--- config.mk ---
export PLATFORM = sky130hd
export DESIGN_NAME = fifo_deq_unpacker
export DESIGN_NICKNAME = d
export VERILOG_FILES = /design/src/rtl/fifo_deq_unpacker.sv
export SDC_FILE = /design/constraint.sdc
export NUM_CORES = 1
export LEC_CHECK = 0
export ABC_CLOCK_PERIOD_IN_PS = 1900
export CORE_ASPECT_RATIO = 0.8
export CORE_MARGIN = 1.5
export CORE_UTILIZATION = 40
export DETAILED_ROUTE_END_ITERATION = 8
export PLACE_DENSITY = 0.74
export REMOVE_ABC_BUFFERS = 1
export SLEW_MARGIN = 20
export SYNTH_ARGS = -nofsm -noshare
export SYNTH_HDL_FRONTEND = slang
export SYNTH_SLANG_ARGS = --single-unit
--- constraint.sdc ---
create_clock -name CLK -period 1.9 [get_ports CLK]
set_input_delay 0.57 -clock CLK [delete_from_list [all_inputs] [get_ports CLK]]
set_output_delay 0.57 -clock CLK [all_outputs]
set_load 0.01 [all_outputs]
--- src/rtl/fifo_deq_unpacker.sv ---
// fifo_deq_unpacker
// Pops one wide word from a Bluespec-style FIFO (D_OUT/EMPTY_N/DEQ) and replays
// it as `beats` narrow beats on a valid/ready stream, least-significant slice
// first. The next word is popped in the same cycle the last beat fires, so
// back-to-back words stream at one beat per cycle with no bubble.
//
// Handshake: a beat transfers on a rising CLK edge where OUT_VALID && OUT_READY.
// Once OUT_VALID is raised it stays high, with OUT_DATA/OUT_LAST frozen, until
// that beat transfers; only CLR or RST_N may withdraw it.
//
// The FSM has two states, so BUSY is a direct copy of the state register and
// serves as the state debug output.
module fifo_deq_unpacker #(
    parameter int width = 32,
    parameter int beats = 4
) (
    input  logic                   CLK,
    input  logic                   RST_N,
    input  logic                   CLR,
    input  logic [width-1:0]       FIFO_D_OUT,
    input  logic                   FIFO_EMPTY_N,
    output logic                   FIFO_DEQ,
    output logic [width/beats-1:0] OUT_DATA,
    output logic                   OUT_VALID,
    input  logic                   OUT_READY,
    output logic                   OUT_LAST,
    output logic                   BUSY
);

    localparam int BW = width / beats;
    localparam int CW = (beats > 1) ? $clog2(beats) : 1;
    localparam logic [CW-1:0] LAST_CNT = CW'(beats - 1);

    localparam logic [0:0] S_IDLE = 1'b0;
    localparam logic [0:0] S_SEND = 1'b1;

    logic [0:0]       state_q, state_d;
    logic [CW-1:0]    cnt_q, cnt_d;
    logic [width-1:0] shreg_q, shreg_d;

    logic send;
    logic fire;
    logic take;

    assign send      = (state_q == S_SEND);
    assign OUT_VALID = send;
    assign BUSY      = send;
    assign OUT_DATA  = shreg_q[BW-1:0];
    assign OUT_LAST  = send && (cnt_q == LAST_CNT);

    assign fire = send && OUT_READY;
    // A new word may be taken when nothing is held, or when the held word's
    // final beat leaves this very cycle.
    assign take = !send || (fire && OUT_LAST);

    // Reset gates the pop combinationally so the FIFO is never drained while
    // this block is being held in reset.
    assign FIFO_DEQ = RST_N && !CLR && FIFO_EMPTY_N && take;

    // Next-state: clear first, then load on pop, then shift on a non-final beat.
    always_comb begin
        state_d = state_q;
        cnt_d   = cnt_q;
        shreg_d = shreg_q;
        if (CLR) begin
            state_d = S_IDLE;
            cnt_d   = '0;
        end else if (FIFO_DEQ) begin
            state_d = S_SEND;
            cnt_d   = '0;
            shreg_d = FIFO_D_OUT;
        end else if (fire && !OUT_LAST) begin
            cnt_d   = cnt_q + CW'(1);
            shreg_d = shreg_q >> BW;
        end else if (fire) begin
            state_d = S_IDLE;
        end
    end

    // State registers with asynchronous active-low reset.
    always_ff @(posedge CLK or negedge RST_N) begin
        if (!RST_N) begin
            state_q <= S_IDLE;
            cnt_q   <= '0;
            shreg_q <= '0;
        end else begin
            state_q <= state_d;
            cnt_q   <= cnt_d;
            shreg_q <= shreg_d;
        end
    end

`ifndef SYNTHESIS
    // A pop must never be issued against an empty FIFO.
    a_no_deq_when_empty : assert property (
        @(posedge CLK) disable iff (!RST_N) FIFO_DEQ |-> FIFO_EMPTY_N
    );
`endif

endmodule

==> impl_metrics.json, run 1 <==
{
  "routedWlPerCell_um": 14.89,
  "critPathMaxFanout": 4,
  "die_w_um": 78.71,
  "synth_adder_area_share_pct": 0.6821,
  "seq_power_share_pct": 47.8,
  "clockBufferDepth": 2,
  "final-seq-area_um2": 875.8,
  "ir_drop_mv": 0.4729,
  "drv_slew": 0,
  "cts_tree": "done",
  "die_area_um2": 5004,
  "startpoint_type": "flip-flop",
  "ys_top_cells_by_area": "dfrtp_1, o32a_1, a31oi_2",
  "yosys.area.top_type": "dfrtp_1",
  "syn-cell-area_um2": 1834,
  "fin_area_um2": 2429,
  "switchingPower_mw": 0.5343,
  "ys_types": 30,
  "grt_pass1_wl_um": 6817,
  "post-route-util_pct": 56.70,
  "rsz0062_at_grt": "true",
  "io_pins": 49,
  "synth_top_family_by_area": "compound AO/OA/AOI/OAI gates",
  "p_leak_nw": 1.014,
  "tightest_slew_ps": 709.0,
  "cap_violations": 0,
  "finalSetupViolations": 0,
  "synth_edf_count": 0,
  "rows": 21,
  "critPathArrivalTime_ps": 1320,
  "drt_wl_total_um": 4034,
  "synth_cells": 166,
  "detailed_place.area_um2": 2322,
  "grt.overflow.total": 0,
  "routed-via-count": 1456,
  "drtIter0Drc": 56,
  "crit_type": "flip-flop to output pin",
  "min_period_over_period_pct": 99.73,
  "die_h_um": 63.57,
  "post_cts_buffers": 0,
  "cp.required_ps": 1330,
  "cts_buffers": 5,
  "total_power_mw": 2.056,
  "n_antenna_cell": 0,
  "fin_nets": 251,
  "r2r_end": "shreg_q[3]",
  "n_fill_cell": 388,
  "grt_max_degree": 37,
  "synthSimpleGateAreaFrac_pct": 10.64,
  "finalHoldViolCount": 0,
  "setup_ws_ps": 5.209,
  "finClkSkew_ps": 4.513,
  "period_needed_ps": 1895,
  "ys_ff_latch": 35,
  "first_pass_iters": 4,
  "yosysMostFrequentCell": "dfrtp_1",
  "synth_top_area_share_pct": 47.75,
  "place.gp.congestion": 0.7564,
  "powerDensity_nw_per_um2": 846.7,
  "post-place-cells": 263,
  "end_kind": "output pin",
  "pwr-share-comb_pct": 23.6,
  "synth-xor-area-share_pct": 0,
  "ff2ff_setup_slack_ps": 120,
  "place_ws_ps": -680.6,
  "clk_latency_ps": 290,
  "synth_mux_area_share_pct": 0,
  "power_frac_clock_pct": 28.7,
  "fmax_mhz": 527.8,
  "antenna_left": 0,
  "ff2ff_path_depth": 5,
  "slew_headroom_pct": 52.72,
  "core_um2": 4283,
  "yosysSeqAreaShare_pct": 47.75,
  "avgSynthCellArea_um2": 11.05,
  "drive_gt1_share_pct": 18.69,
  "start_util_pct": 42.83,
  "root_buffer": "clkbuf_8",
  "status": "complete, no violations",
  "synthTopCellsByCount": "dfrtp_1, nand2_1, o21a_1, o32a_1, buf_4",
  "clkTransAtPathRegs_ps": 70,
  "syn_to_final_growth_pct": 32.40,
  "synth_compound_area_share_pct": 29.06,
  "vias_per_cell": 5.373,
  "first_global_vias": 1460,
  "io_buffers": 48,
  "internal-power_mw": 1.522,
  "cts.sinks": 35,
  "async_flop_share_pct": 100.0,
  "htree_levels": 2,
  "yosysWarnings": 0,
  "r2r_start": "cnt_q[1]",
  "grt.total_usage_pct": 17.80,
  "multi_input_comb_area_um2": 753.2,
  "synth-main-ff-cell": "dfrtp_1",
  "dp_hpwl_um": 2706,
  "route.detailed.drc": 0,
  "stdcell_count": 271,
  "hp-class": "input pin to asynchronous set/reset pin",
  "antenna_found_initial": 0,
  "cts_hold_buf": 0,
  "sw_frac_of_total_pct": 25.99
}
## power by group through the flow
stage	Sequential, mW	Clock (mW)	Combinational, mW
global placement	0.989	0	0.484
global route	1.00	0.640	0.531
finish	0.982	0.589	0.484
floorplan	0.999	0	0.224
CTS	0.983	0.607	0.494
detailed placement	0.995	0	0.494
## layout make-up
type	instances	area share, %
multi-input cells	99	31.01
well taps	57	2.937
clock buffers	8	4.122
flip-flops and latches	35	36.06
inverters	9	1.391
repair buffers	63	24.47
## sequential cells by signal, indices dropped and copies added, names as in the netlist
| signal | count |
|---|---|
| BUSY | 1 |
| cnt_q | 2 |
| shreg_q | 32 |
## layer usage
metal / track usage (%) / share of wire (%) / vias up
met2: 26.72 / 44 / 53
met4: 6.696 / 1.5 / 0
met1: 24.32 / 49 / 700
li1: - / - / 697
met5: 0 / 0 / -
met3: 4.928 / 5.8 / 6
## worst max-delay path, cell delays in order (launching register included)
cell and delay (ps):
dfrtp_1 410, ha_4 190, a21boi_4 130, or2_1 140, inv_1 40, buf_2 130
## logic make-up after synthesis
kind of cell | Yosys count
DFF | 35
and+or+nand+nor | 36
adders and majority gates | 1
buffers and inverters | 32
AOI/OAI and AO/OA | 62
## placed cells by master, fill, tap and decap left out, types with 2 or more instances in the layout
cell type        instances
dfrtp_1                 35
o211ai_1                10
o21a_1                  15
dlymetal6s2s_1           2
a31oi_2                  9
buf_2                    2
o21ai_0                  8
o32a_1                  15
clkdlybuf4s15_1          2
inv_1                    9
clkbuf_8                 7
a21oi_1                  3
buf_4                   14
clkdlybuf4s50_1         40
nor3_1                   9
nand2_1                 18
## what timing repair did
| action | CTS | global route |
|---|---|---|
| setup endpoints to repair | 17 | 10 |
| resized for setup | 9 | 7 |
| pin swaps | 0 | 3 |
## worst max path at each step
stage,start,endpoint,slack (ps),cells past startpoint
finish,cnt_q[1],FIFO_DEQ,5,5
global route,cnt_q[0],FIFO_DEQ,-60,5
CTS,CLR,FIFO_DEQ,-160,5
detailed placement,FIFO_EMPTY_N,FIFO_DEQ,-680,5
global placement,OUT_READY,FIFO_DEQ,-680,5
floorplan,cnt_q[0],FIFO_DEQ,-570,4
## metrics by stage
step	hold WS, ps	setup TNS [ps]
floorplan	274.4	-7338
global placement	474.3	-8003
detailed placement	480.2	-8400
CTS	409.6	-158.7
global route	425.0	-63.42
finish	392.3	0
No activity file was read; power rests on OpenSTA's default activity.
==> inputs of run 2 (changes only) <==
--- a/config.mk
+++ b/config.mk
@@ -7,7 +7,7 @@
 export LEC_CHECK = 0
 export ABC_CLOCK_PERIOD_IN_PS = 1900
 export CORE_ASPECT_RATIO = 0.8
-export CORE_MARGIN = 1.5
+export CORE_MARGIN = 5
 export CORE_UTILIZATION = 40
 export DETAILED_ROUTE_END_ITERATION = 8
 export PLACE_DENSITY = 0.74
==> run 2 against run 1 <==
Effect of this change:
- cell area is 1.3% higher
- clock-buffer cell count is 2 lower
- worst hold slack gained 30 ps
- final cell count increased by 1.1%
- non-clock buffer count is the same
- sequential share of layout area fell by 0.48 points
- fmax increased by 0.49%
- clock power is 18% higher
==> impl_metrics.json, run 2 (same netlist as run 1, synthesis figures left out) <==
{
  "status": "complete, no violations",
  "cts_buffers": 5,
  "first_global_vias": 1449,
  "rows": 22,
  "root_buffer": "clkbuf_8",
  "critPathMaxFanout": 2,
  "fmax_mhz": 530.4,
  "clkTransAtPathRegs_ps": 70,
  "place.gp.congestion": 0.6951,
  "dp_hpwl_um": 2838,
  "first_pass_iters": 4,
  "critPathArrivalTime_ps": 1320,
  "die_h_um": 70.57,
  "core_um2": 4514,
  "antenna_found_initial": 0,
  "route.met3.wl_um": 248,
  "finClkSkew_ps": 5.795,
  "routed-via-count": 1428,
  "grt.total_usage_pct": 14.63,
  "crit_type": "input pin to output pin",
  "drv_slew": 0,
  "finalHoldViolCount": 0,
  "min_period_over_period_pct": 99.24,
  "period_needed_ps": 1886,
  "rsz0062_at_grt": "true",
  "cts.sinks": 35,
  "drive_gt1_share_pct": 19.63,
  "worstPathCellList": "clkdlybuf4s15_2 > nand3b_4 > or2_1 > inv_1 > buf_2",
  "hp-class": "input pin to asynchronous set/reset pin",
  "crit_cells": 5,
  "clockBufferDepth": 2,
  "place_ws_ps": -679.4,
  "slew_headroom_pct": 69.08,
  "hold-worst-slack_ps": 422.7,
  "met2WireLength_um": 1879,
  "ir_drop_mv": 0.5250,
  "cp.required_ps": 1330,
  "startpoint_type": "input pin",
  "die_area_um2": 6049,
  "start_util_pct": 40.63,
  "fin_nets": 251,
  "grt.overflow.total": 0,
  "final_common_cell": "clkdlybuf4s50_1",
  "setup_tns_ps": 0,
  "htree_levels": 2,
  "drt_wl_total_um": 4184,
  "grt_pass1_wl_um": 6962,
  "n_antenna_cell": 0,
  "end_kind": "output pin",
  "cts_tree": "done",
  "tightest_slew_ps": 463.8,
  "die_w_um": 85.71,
  "cap_violations": 0,
  "regMostFlops": "shreg_q",
  "grt_max_degree": 37,
  "final_cell_mix": "clkdlybuf4s50_1, dfrtp_1, nand2_1",
  "cts_hold_buf": 0,
  "critPathBufInv": 3,
  "antenna_left": 0,
  "p_leak_nw": 1.021,
  "critPathMaxStageDelay_ps": 250,
  "route.detailed.drc": 0,
  "largest_register_ffs": 32,
  "cp_top_family": "simple AND/OR/NAND/NOR gates",
  "finalSetupViolations": 0,
  "clk_latency_ps": 280,
  "ff2ff_path_depth": 6,
  "syn_to_final_growth_pct": 34.17,
  "io_buffers": 48,
  "setup_ws_ps": 14.47,
  "routedWlPerCell_um": 15.27,
  "powerDensity_nw_per_um2": 878.5,
  "io_pins": 49,
  "drtIter0Drc": 48,
  "vias_per_cell": 5.212,
  "m1WireLength_um": 2021,
  "highest_layer": "met4",
  "slowest_stage": "or2_1"
}
-- run 2: path summary, 6_finish.rpt --
kind,end,slack [ps],start
min in group CLK,shreg_q[5],490,shreg_q[5]
min reg2reg,shreg_q[5],490,shreg_q[5]
max in group asynchronous,cnt_q[1],1150,RST_N
min,shreg_q[9],420,RST_N
max,FIFO_DEQ,10,CLR
max reg2reg,shreg_q[10],200,cnt_q[1]
-- run 2: power by group --
group	switching (mW)	internal [mW]
Combinational	0.190	0.296
Clock	0.269	0.424
Sequential	0.0839	0.898
-- run 2: per-stage QoR --
stage	total power, mW	instances	utilization [%]	instance area [µm²]
after floorplan	1.223	143	-	1650
after global placement	1.473	265	51.64	2331
after detailed placement	1.491	265	51.64	2331
after CTS	2.187	274	54.21	2447
after global routing	2.281	274	54.52	2461
final	2.162	274	54.52	2461
-- run 2: per-layer routing --
metal	vias up	track usage, %
li1	703	-
met1	684	20.18
met2	36	21.98
met3	5	4.889
met4	0	4.218
met5	-	0
-- run 2: cell type report --
type / instances / area (µm²)
clock buffer: 6 / 82.58
sequential: 35 / 875.8
inverter: 9 / 33.78
timing repair buffer: 63 / 605.6
clock inverter: 2 / 35.03
fill: 413 / 2053
multi-input combinational: 99 / 753.2
tap: 60 / 75.07
-- run 2: worst reg2reg max path, stage by stage, from the launching register on --
cell and delay, ps:
dfrtp_1 420, ha_4 190, a21boi_4 120, buf_4 360, o21ai_2 140, buf_4 190
o21a_1 180
-- run 2: what timing repair did --
action	in CTS	in global routing
setup endpoints to repair	3	3
pin swaps	3	0
gates resized for setup	16	3
buffers inserted	1	0
